--- src/rtl/float_add_issue_queue.sv ---
// float_add_issue_queue: buffers operand pairs in a FIFO and feeds them one at a time to the single-op FloatAdder.
// Define FADD_ISSUE_TIMEOUT_EN to abort an operation with a qNaN/OutError result when the adder never answers.
module float_add_issue_queue #(
    parameter int DEPTH   = 4,
    parameter int TAG_W   = 4,
    parameter int TIMEOUT = 64
) (
    input  logic             Clock,
    input  logic             Reset,
    input  logic             InValid,
    output logic             InReady,
    input  logic [31:0]      InOp1,
    input  logic [31:0]      InOp2,
    input  logic [TAG_W-1:0] InTag,
    output logic [31:0]      AddOp1,
    output logic [31:0]      AddOp2,
    output logic             AddInputValid,
    input  logic [31:0]      AddResult,
    input  logic             AddResultValid,
    output logic [31:0]      OutResult,
    output logic [TAG_W-1:0] OutTag,
    output logic             OutValid,
    input  logic             OutReady,
    output logic             OutError
);

    localparam int PTR_W = $clog2(DEPTH);
    localparam int CNT_W = $clog2(DEPTH + 1);

    if (DEPTH < 2 || (DEPTH & (DEPTH - 1)) != 0 || TIMEOUT < 1) begin : g_bad_params
        $error("float_add_issue_queue: DEPTH must be a power of 2 >= 2 and TIMEOUT >= 1");
    end

    typedef enum logic [1:0] {IDLE, ISSUE, WAIT, HOLD} state_t;

    state_t state, next_state;

    logic [31:0]      fifo_op1 [DEPTH];
    logic [31:0]      fifo_op2 [DEPTH];
    logic [TAG_W-1:0] fifo_tag [DEPTH];
    logic [PTR_W-1:0] wr_ptr, rd_ptr;
    logic [CNT_W-1:0] count;

    logic [TAG_W-1:0] cur_tag;
    logic             prev_valid;
    logic             push, pop, empty, full;
    logic             rise, timeout, capture;
    logic [31:0]      capture_result;

    assign full          = (count == CNT_W'(DEPTH));
    assign empty         = (count == '0);
    assign InReady       = !full;
    assign push          = InValid && !full;
    assign rise          = AddResultValid && !prev_valid;
    assign AddInputValid = (state == ISSUE);

    // Pointers wrap naturally because DEPTH is a power of two.
    always_ff @(posedge Clock) begin
        if (Reset) begin
            wr_ptr <= '0;
            rd_ptr <= '0;
            count  <= '0;
        end else begin
            if (push) wr_ptr <= wr_ptr + PTR_W'(1);
            if (pop)  rd_ptr <= rd_ptr + PTR_W'(1);
            case ({push, pop})
                2'b10:   count <= count + CNT_W'(1);
                2'b01:   count <= count - CNT_W'(1);
                default: count <= count;
            endcase
        end
    end

    always_ff @(posedge Clock) begin
        if (push) begin
            fifo_op1[wr_ptr] <= InOp1;
            fifo_op2[wr_ptr] <= InOp2;
            fifo_tag[wr_ptr] <= InTag;
        end
    end

    // Resetting to 1 keeps a level held across reset (or left over from the previous op) from looking like a new result.
    always_ff @(posedge Clock) begin
        if (Reset) prev_valid <= 1'b1;
        else       prev_valid <= AddResultValid;
    end

`ifdef FADD_ISSUE_TIMEOUT_EN
    localparam int          TO_W = $clog2(TIMEOUT + 1);
    localparam logic [31:0] QNAN = 32'h7FC0_0000;

    logic [TO_W-1:0] wait_cnt;

    always_ff @(posedge Clock) begin
        if (Reset || state != WAIT) wait_cnt <= '0;
        else                        wait_cnt <= wait_cnt + TO_W'(1);
    end

    assign timeout        = (state == WAIT) && (wait_cnt == TO_W'(TIMEOUT - 1));
    assign capture_result = rise ? AddResult : QNAN;

    always_ff @(posedge Clock) begin
        if (Reset)        OutError <= 1'b0;
        else if (capture) OutError <= !rise;
    end
`else
    assign timeout        = 1'b0;
    assign capture_result = AddResult;
    assign OutError       = 1'b0;
`endif

    always_ff @(posedge Clock) begin
        if (Reset) state <= IDLE;
        else       state <= next_state;
    end

    always_comb begin
        next_state = state;
        pop        = 1'b0;
        capture    = 1'b0;
        case (state)
            IDLE: begin
                if (!empty) begin
                    pop        = 1'b1;
                    next_state = ISSUE;
                end
            end
            ISSUE: next_state = WAIT;
            WAIT: begin
                if (rise || timeout) begin
                    capture    = 1'b1;
                    next_state = HOLD;
                end
            end
            HOLD: begin
                if (OutReady) begin
                    if (!empty) begin
                        pop        = 1'b1;
                        next_state = ISSUE;
                    end else begin
                        next_state = IDLE;
                    end
                end
            end
            default: next_state = IDLE;
        endcase
    end

    // Adder operands are only reloaded when a new head is popped, so they stay stable until capture.
    always_ff @(posedge Clock) begin
        if (Reset) begin
            AddOp1  <= '0;
            AddOp2  <= '0;
            cur_tag <= '0;
        end else if (pop) begin
            AddOp1  <= fifo_op1[rd_ptr];
            AddOp2  <= fifo_op2[rd_ptr];
            cur_tag <= fifo_tag[rd_ptr];
        end
    end

    always_ff @(posedge Clock) begin
        if (Reset) begin
            OutResult <= '0;
            OutTag    <= '0;
            OutValid  <= 1'b0;
        end else if (capture) begin
            OutResult <= capture_result;
            OutTag    <= cur_tag;
            OutValid  <= 1'b1;
        end else if (state == HOLD && OutReady) begin
            OutValid  <= 1'b0;
        end
    end

endmodule
--- config.mk ---
export PLATFORM = sky130hd
export DESIGN_NAME = float_add_issue_queue
export DESIGN_NICKNAME = d
export VERILOG_FILES = /design/src/rtl/float_add_issue_queue.sv
export SDC_FILE = /design/constraint.sdc
export NUM_CORES = 1
export LEC_CHECK = 0
export CORE_ASPECT_RATIO = 1.25
export CORE_MARGIN = 2
export CORE_UTILIZATION = 32
export DETAILED_ROUTE_END_ITERATION = 10
export PLACE_DENSITY = 0.53
export SYNTH_ARGS = -nofsm -noshare
export SYNTH_HDL_FRONTEND = slang
export SYNTH_SLANG_ARGS = --single-unit
--- constraint.sdc ---
create_clock -name Clock -period 3.49 [get_ports Clock]
set_clock_uncertainty 0.15 [all_clocks]
set_input_delay 0.698 -clock Clock [delete_from_list [all_inputs] [get_ports Clock]]
set_output_delay 0.698 -clock Clock [all_outputs]
set_load 0.02 [all_outputs]
==> results.toml, run 1 <==
[status]
status = "finished clean"

[synthesis]
syn_inst = 888
synthFlopType = "edfxtp_1"
synth_area_leader_cell = "edfxtp_1"
synth_nets = 1004
synth-async-reset-ratio_pct = 0
ys.warnings.count = 0
yosys_register_bits = 387
synth_area_leaders = "edfxtp_1, dfxtp_1, mux4_2"
ys_top_cells_by_count = "edfxtp_1, nand2_1, dfxtp_1"
synthesis.area_um2 = 14100
synth.avg_cell_area_um2 = 15.9
synth_edf_count = 272
synthDistinctLibCells = 35
ys_seq_area_share_pct = 74.3
yosysTopAreaCellShare_pct = 57.9
yosysMostFrequentCell = "edfxtp_1"

[timing]
setup_viol = 0
hold_viol = 0
rsz0062_at_grt = "no"
worst_slew_pin_slew_ns = 0.974
max_slew_margin_pct = 35.1
fin_hold_ws_ns = 0.302
period_share_pct = 81.0
slew_violations = 0
tns_ns = 0
fmax_ghz = 0.354
min_period_ns = 2.83

[critical_path]
cp.arrival_ns = 1.98
endpoint_kind = "primary output"
slowest_delay_ns = 0.61
path_delay_family = "buffers and inverters"
cp_num_buf_inv = 1
path_max_fanout = 6
crit_type = "register to primary output"
startpoint_type = "register"
crit_required_ns = 2.64
crit_chain = "or3b_1, clkdlybuf4s50_1"
cpMaxStageDelayCell = "clkdlybuf4s50_1"

[floorplanning]
design.core.area_um2 = 43800
die_y_um = 239
start_util_pct = 32.2
dieArea_um2 = 45800
io_pins = 209
row_count = 86
die_w_um = 192

[clock_network]
clk_pin_slew_worst_paths_ns = 0.06
clock_sinks = 387
cts_buffers = 40
postCtsResizedCells = 0
post_cts_buffers = 0
cts_root_buffer = "clkbuf_16"
cts_tree = "yes"
ctsLongestPathBuffers = 3
clk_latency_ns = 0.55
cts-htree-levels = 2
ctsHoldBuffers = 0

[drt]
firstDrtPassIters = 4
wl_per_cell_um = 18.6
vias = 7886
route.detailed.drc = 0
drt_iter0_markers = 317
antenna_left = 0
wl_mm = 31.6
via_per_inst = 4.63

[place]
hpwl_mm = 17.8
placed_area_um2 = 16800
port_buffers = 207
finalWeightedCongestion = 0.696

[power]
finalPower_w = 0.0135
power_density_nw_per_um2 = 747
leakagePower_nw = 5.75
peakVddDrop_v = 0.000412

[global_route]
grt_pass1_wl_mm = 47.6
grt_usage_pct = 13.8
grt_pass1_vias = 8143
grt_max_degree = 70
grt_antenna_before_repair = 2
grt.overflow.total = 0

[final_layout]
nNetsFinal = 1216
layout-drive-gt1-share_pct = 13.3
area_growth_syn_to_layout_pct = 28.3
stdcell_area_um2 = 18100

[min_path]
hold_path_class = "register to register"

[run]
drv_cap = 0
[registers in the layout, summed over array words and instances (netlist names), 3 cells and up]
name / cells
OutTag: 4
cur_tag: 4
fifo_tag: 16
count: 3
AddOp2: 32
AddOp1: 32
OutResult: 32
fifo_op1: 128
fifo_op2: 128
[metal layers]
metal	global-route usage (%)	vias to the layer above	share of wire [%]
met1	16.8	3954	41
met5	0	-	0.038
li1	-	3696	-
met2	24.2	190	51
met3	3.14	44	6.0
met4	4.34	2	2.3
[worst reg2reg max path: cells and delay by family (launching register included)]
| kind | cells | cell delay (ns) |
|---|---|---|
| adder cells (fa/ha/maj) | 3 | 0.88 |
| AND/OR/NAND/NOR | 2 | 0.74 |
| flip-flops | 1 | 0.42 |
| buffers and inverters | 3 | 0.24 |
| XOR/XNOR | 1 | 0.16 |
| AO/OA/AOI/OAI | 1 | 0.14 |
[layout by cell type, fill, tap and decap left out, drive strengths merged, types with 2 or more instances in the layout]
master	instances
ha	10
xnor2	3
clkbuf	64
nand2	213
a21oi	110
mux4	68
and3	4
or2	2
xor2	2
clkdlybuf4s50	206
dfxtp	115
or3	2
nor2	8
clkinv	6
edfxtp	272
buf	16
inv	12
nor2b	2
[report_power, final]
group	total [W]	switching [W]	internal, W
clock network	0.00411	0.00172	0.00239
registers	0.00603	0.000360	0.00567
logic	0.00336	0.00191	0.00145
total	0.0135	0.00399	0.00951
[stage by stage]
step	util (%)	cells	setup WS, ns
3_5_place_dp	38.4	1630	0.342
4_1_cts	41.3	1702	0.617
6_report	41.3	1703	0.663
2_1_floorplan	-	888	0.559
5_1_grt	41.3	1703	0.560
3_3_place_gp	38.4	1630	0.347
[path summary, 6_finish.rpt]
path,start,end,cells after the start,slack (ns)
hold / removal,OutResult[26],OutResult[26],2,0.30
hold reg to reg,OutResult[26],OutResult[26],2,0.30
setup reg to reg,state[0],count[2],10,0.70
setup / recovery,count[0],InReady,2,0.66
[cells by family after synthesis]
group | after synthesis | share of synthesized area (%)
xor+xnor | 5 | 0.311
mux | 69 | 10.9
flops | 387 | 74.3
compound gates | 115 | 4.18
other cells | 1 | 0.0266
buf+inv | 63 | 2.57
fa+ha+maj | 11 | 1.03
simple gates | 237 | 6.67
[layout make-up]
class / instances / area (um^2)
Timing Repair Buffer: 222 / 2280
Fill cell: 4028 / 25700
Inverter: 11 / 53.8
Antenna cell: 1 / 2.50
Sequential cell: 387 / 10500
Clock inverter: 8 / 92.6
Clock buffer: 64 / 1170
Tap cell: 572 / 716
Multi-Input combinational cell: 438 / 3290
(Power assumes the default switching activity.)
==> inputs of run 2 (changes only) <==
- clock period: 3.49 -> 2.8 ns (I/O delays scaled with it)
==> run 2 against run 1 <==
Worst hold slack got worse by 0.031 ns; sequential cell count unchanged; sequential share of layout area down 0.70 points; utilization up 0.52 points; final cell count is 0.47% higher; clock power up 32%; sequential power increased by 24%; highest routed layer unchanged; routed wire length rose by 1.9%; register-to-register slack got worse by 0.57 ns; first-iteration DRC count fell by 15%; global-route usage is 0.32 points higher.
==> results.toml, run 2 (synthesis gave the netlist of run 1 again) <==
[run]
drv_cap = 0

[status]
status = "finished clean"

[power]
power_frac_clock_pct = 31.5
p_sw_share_pct = 29.4
p_comb_share_pct = 25.1
seqPwrFrac_pct = 43.5
leakagePower_nw = 5.85
peakVddDrop_v = 0.000612
finalPower_w = 0.0172
p_int_w = 0.0122
p_sw_w = 0.00506
power_density_nw_per_um2 = 941

[floorplanning]
die_y_um = 239
start_util_pct = 32.2
design.core.area_um2 = 43800
io_pins = 209
dieArea_um2 = 45800
row_count = 86
die_w_um = 192

[timing]
max_slew_margin_pct = 33.7
fmax_ghz = 0.375
tns_ns = 0
period_share_pct = 95.2
worst_slew_pin_slew_ns = 0.995
min_period_ns = 2.67
hold_viol = 0
final.setup.worst_slack_ns = 0.134
rsz0062_at_grt = "no"
setup_viol = 0
slew_violations = 0

[clock_network]
postCtsResizedCells = 0
ctsLongestPathBuffers = 3
post_cts_buffers = 0
cts_tree = "yes"
cts-htree-levels = 2
cts_buffers = 40
clk_pin_slew_worst_paths_ns = 0.06
clock_sinks = 387
ctsHoldBuffers = 0
clk_latency_ns = 0.53
cts_root_buffer = "clkbuf_16"

[critical_path]
startpoint_type = "register"
cp_num_buf_inv = 3
r2r_setup_slack_ns = 0.13
path_delay_family = "adder cells"
crit_chain = "inv_1, ha_1, or3_4, clkinv_8, ha_2, inv_1, fa_1, xor2_1, or3_1, a21oi_1"
cp.arrival_ns = 2.97
crit_required_ns = 3.10
reg2reg_from = "state[0]"
endpoint_kind = "register"
crit_type = "register to register"
reg2reg_to = "count[2]"
slowest_delay_ns = 0.44
cpMaxStageDelayCell = "or3_4"
path_max_fanout = 6
reg2reg_depth = 10
crit_top_cell = "inv_1"

[drt]
drt_iter0_markers = 270
via_per_inst = 4.60
antenna_left = 0
firstDrtPassIters = 4
route.detailed.drc = 0
vias = 7869
wl_mm = 32.2
wl_per_cell_um = 18.8

[final_layout]
multiInputGateArea_um2 = 3290
final_common_cell = "edfxtp_1"
area_growth_syn_to_layout_pct = 29.9
mostFrequentLayoutCells = "edfxtp_1, nand2_1, clkdlybuf4s50_1"
largestRegisters = "fifo_op1 x128, fifo_op2 x128"
fill_cells = 4000
layout-drive-gt1-share_pct = 15.0
final-seq-area_um2 = 10500
nNetsFinal = 1223

[min_path]
hold_path_class = "input port to register"
min_to = "state[0]"
hold_start = "Reset"
holdPathStages = 4

[place]
finalWeightedCongestion = 0.712
port_buffers = 207
post-place-ws_ns = -0.184
hpwl_mm = 18.2

[global_route]
grt_pass1_vias = 8330
grt_antenna_before_repair = 3
grt.overflow.total = 0
grt_max_degree = 115
grt_pass1_wl_mm = 48.6
grt_usage_pct = 14.1
[run 2: per-stage QoR]
step	hold WS (ns)	utilization (%)	area (um^2)	cells
global placement	0.291	38.7	17000	1637
floorplan	0.282	-	14100	888
finish	0.270	41.8	18300	1711
CTS	0.251	41.8	18300	1710
global route	0.286	41.8	18300	1711
detailed placement	0.296	38.7	17000	1637
[run 2: how the worst max path moves through the flow]
stage,startpoint,endpoint,cells past startpoint
floorplan,state[0],count[2],12
global placement,OutReady,count[2],10
detailed placement,OutReady,AddOp1[5],7
CTS,count[2],InReady,3
global route,state[0],count[2],10
finish,state[0],count[2],10
[run 2: worst reg2reg max path: cells and delay by family (launching register included)]
kind            cells  cell delay [ns]
xor+xnor            1             0.16
compound gates      1             0.14
flops               1             0.37
fa+ha+maj           3             0.86
simple gates        2             0.74
buf+inv             3             0.18
[run 2: final cells by class]
| type | count | area share (%) |
|---|---|---|
| diodes | 1 | 0.0137 |
| repair buffers | 229 | 13.2 |
| clock inverters | 25 | 1.50 |
| multi-input cells | 438 | 18.0 |
| flip-flops and latches | 387 | 57.2 |
| inverters | 11 | 0.294 |
| clock buffers | 48 | 5.90 |
| well taps | 572 | 3.91 |
[run 2: power by group through the flow]
stage	clock (W)	sequential (W)	combinational [W]
global route	0.00583	0.00760	0.00472
global placement	0	0.00760	0.00442
floorplan	0	0.00792	0.00233
detailed placement	0	0.00763	0.00444
finish	0.00542	0.00750	0.00432
CTS	0.00563	0.00752	0.00445
[run 2: layer usage]
| layer | wire length (um) | vias to the layer above | global-route usage [%] |
|---|---|---|---|
| li1 | - | 3718 | - |
| met1 | 13600 | 3897 | 17.3 |
| met2 | 15800 | 195 | 24.4 |
| met3 | 1950 | 55 | 3.24 |
| met4 | 839 | 4 | 4.85 |
| met5 | 27 | - | 0 |
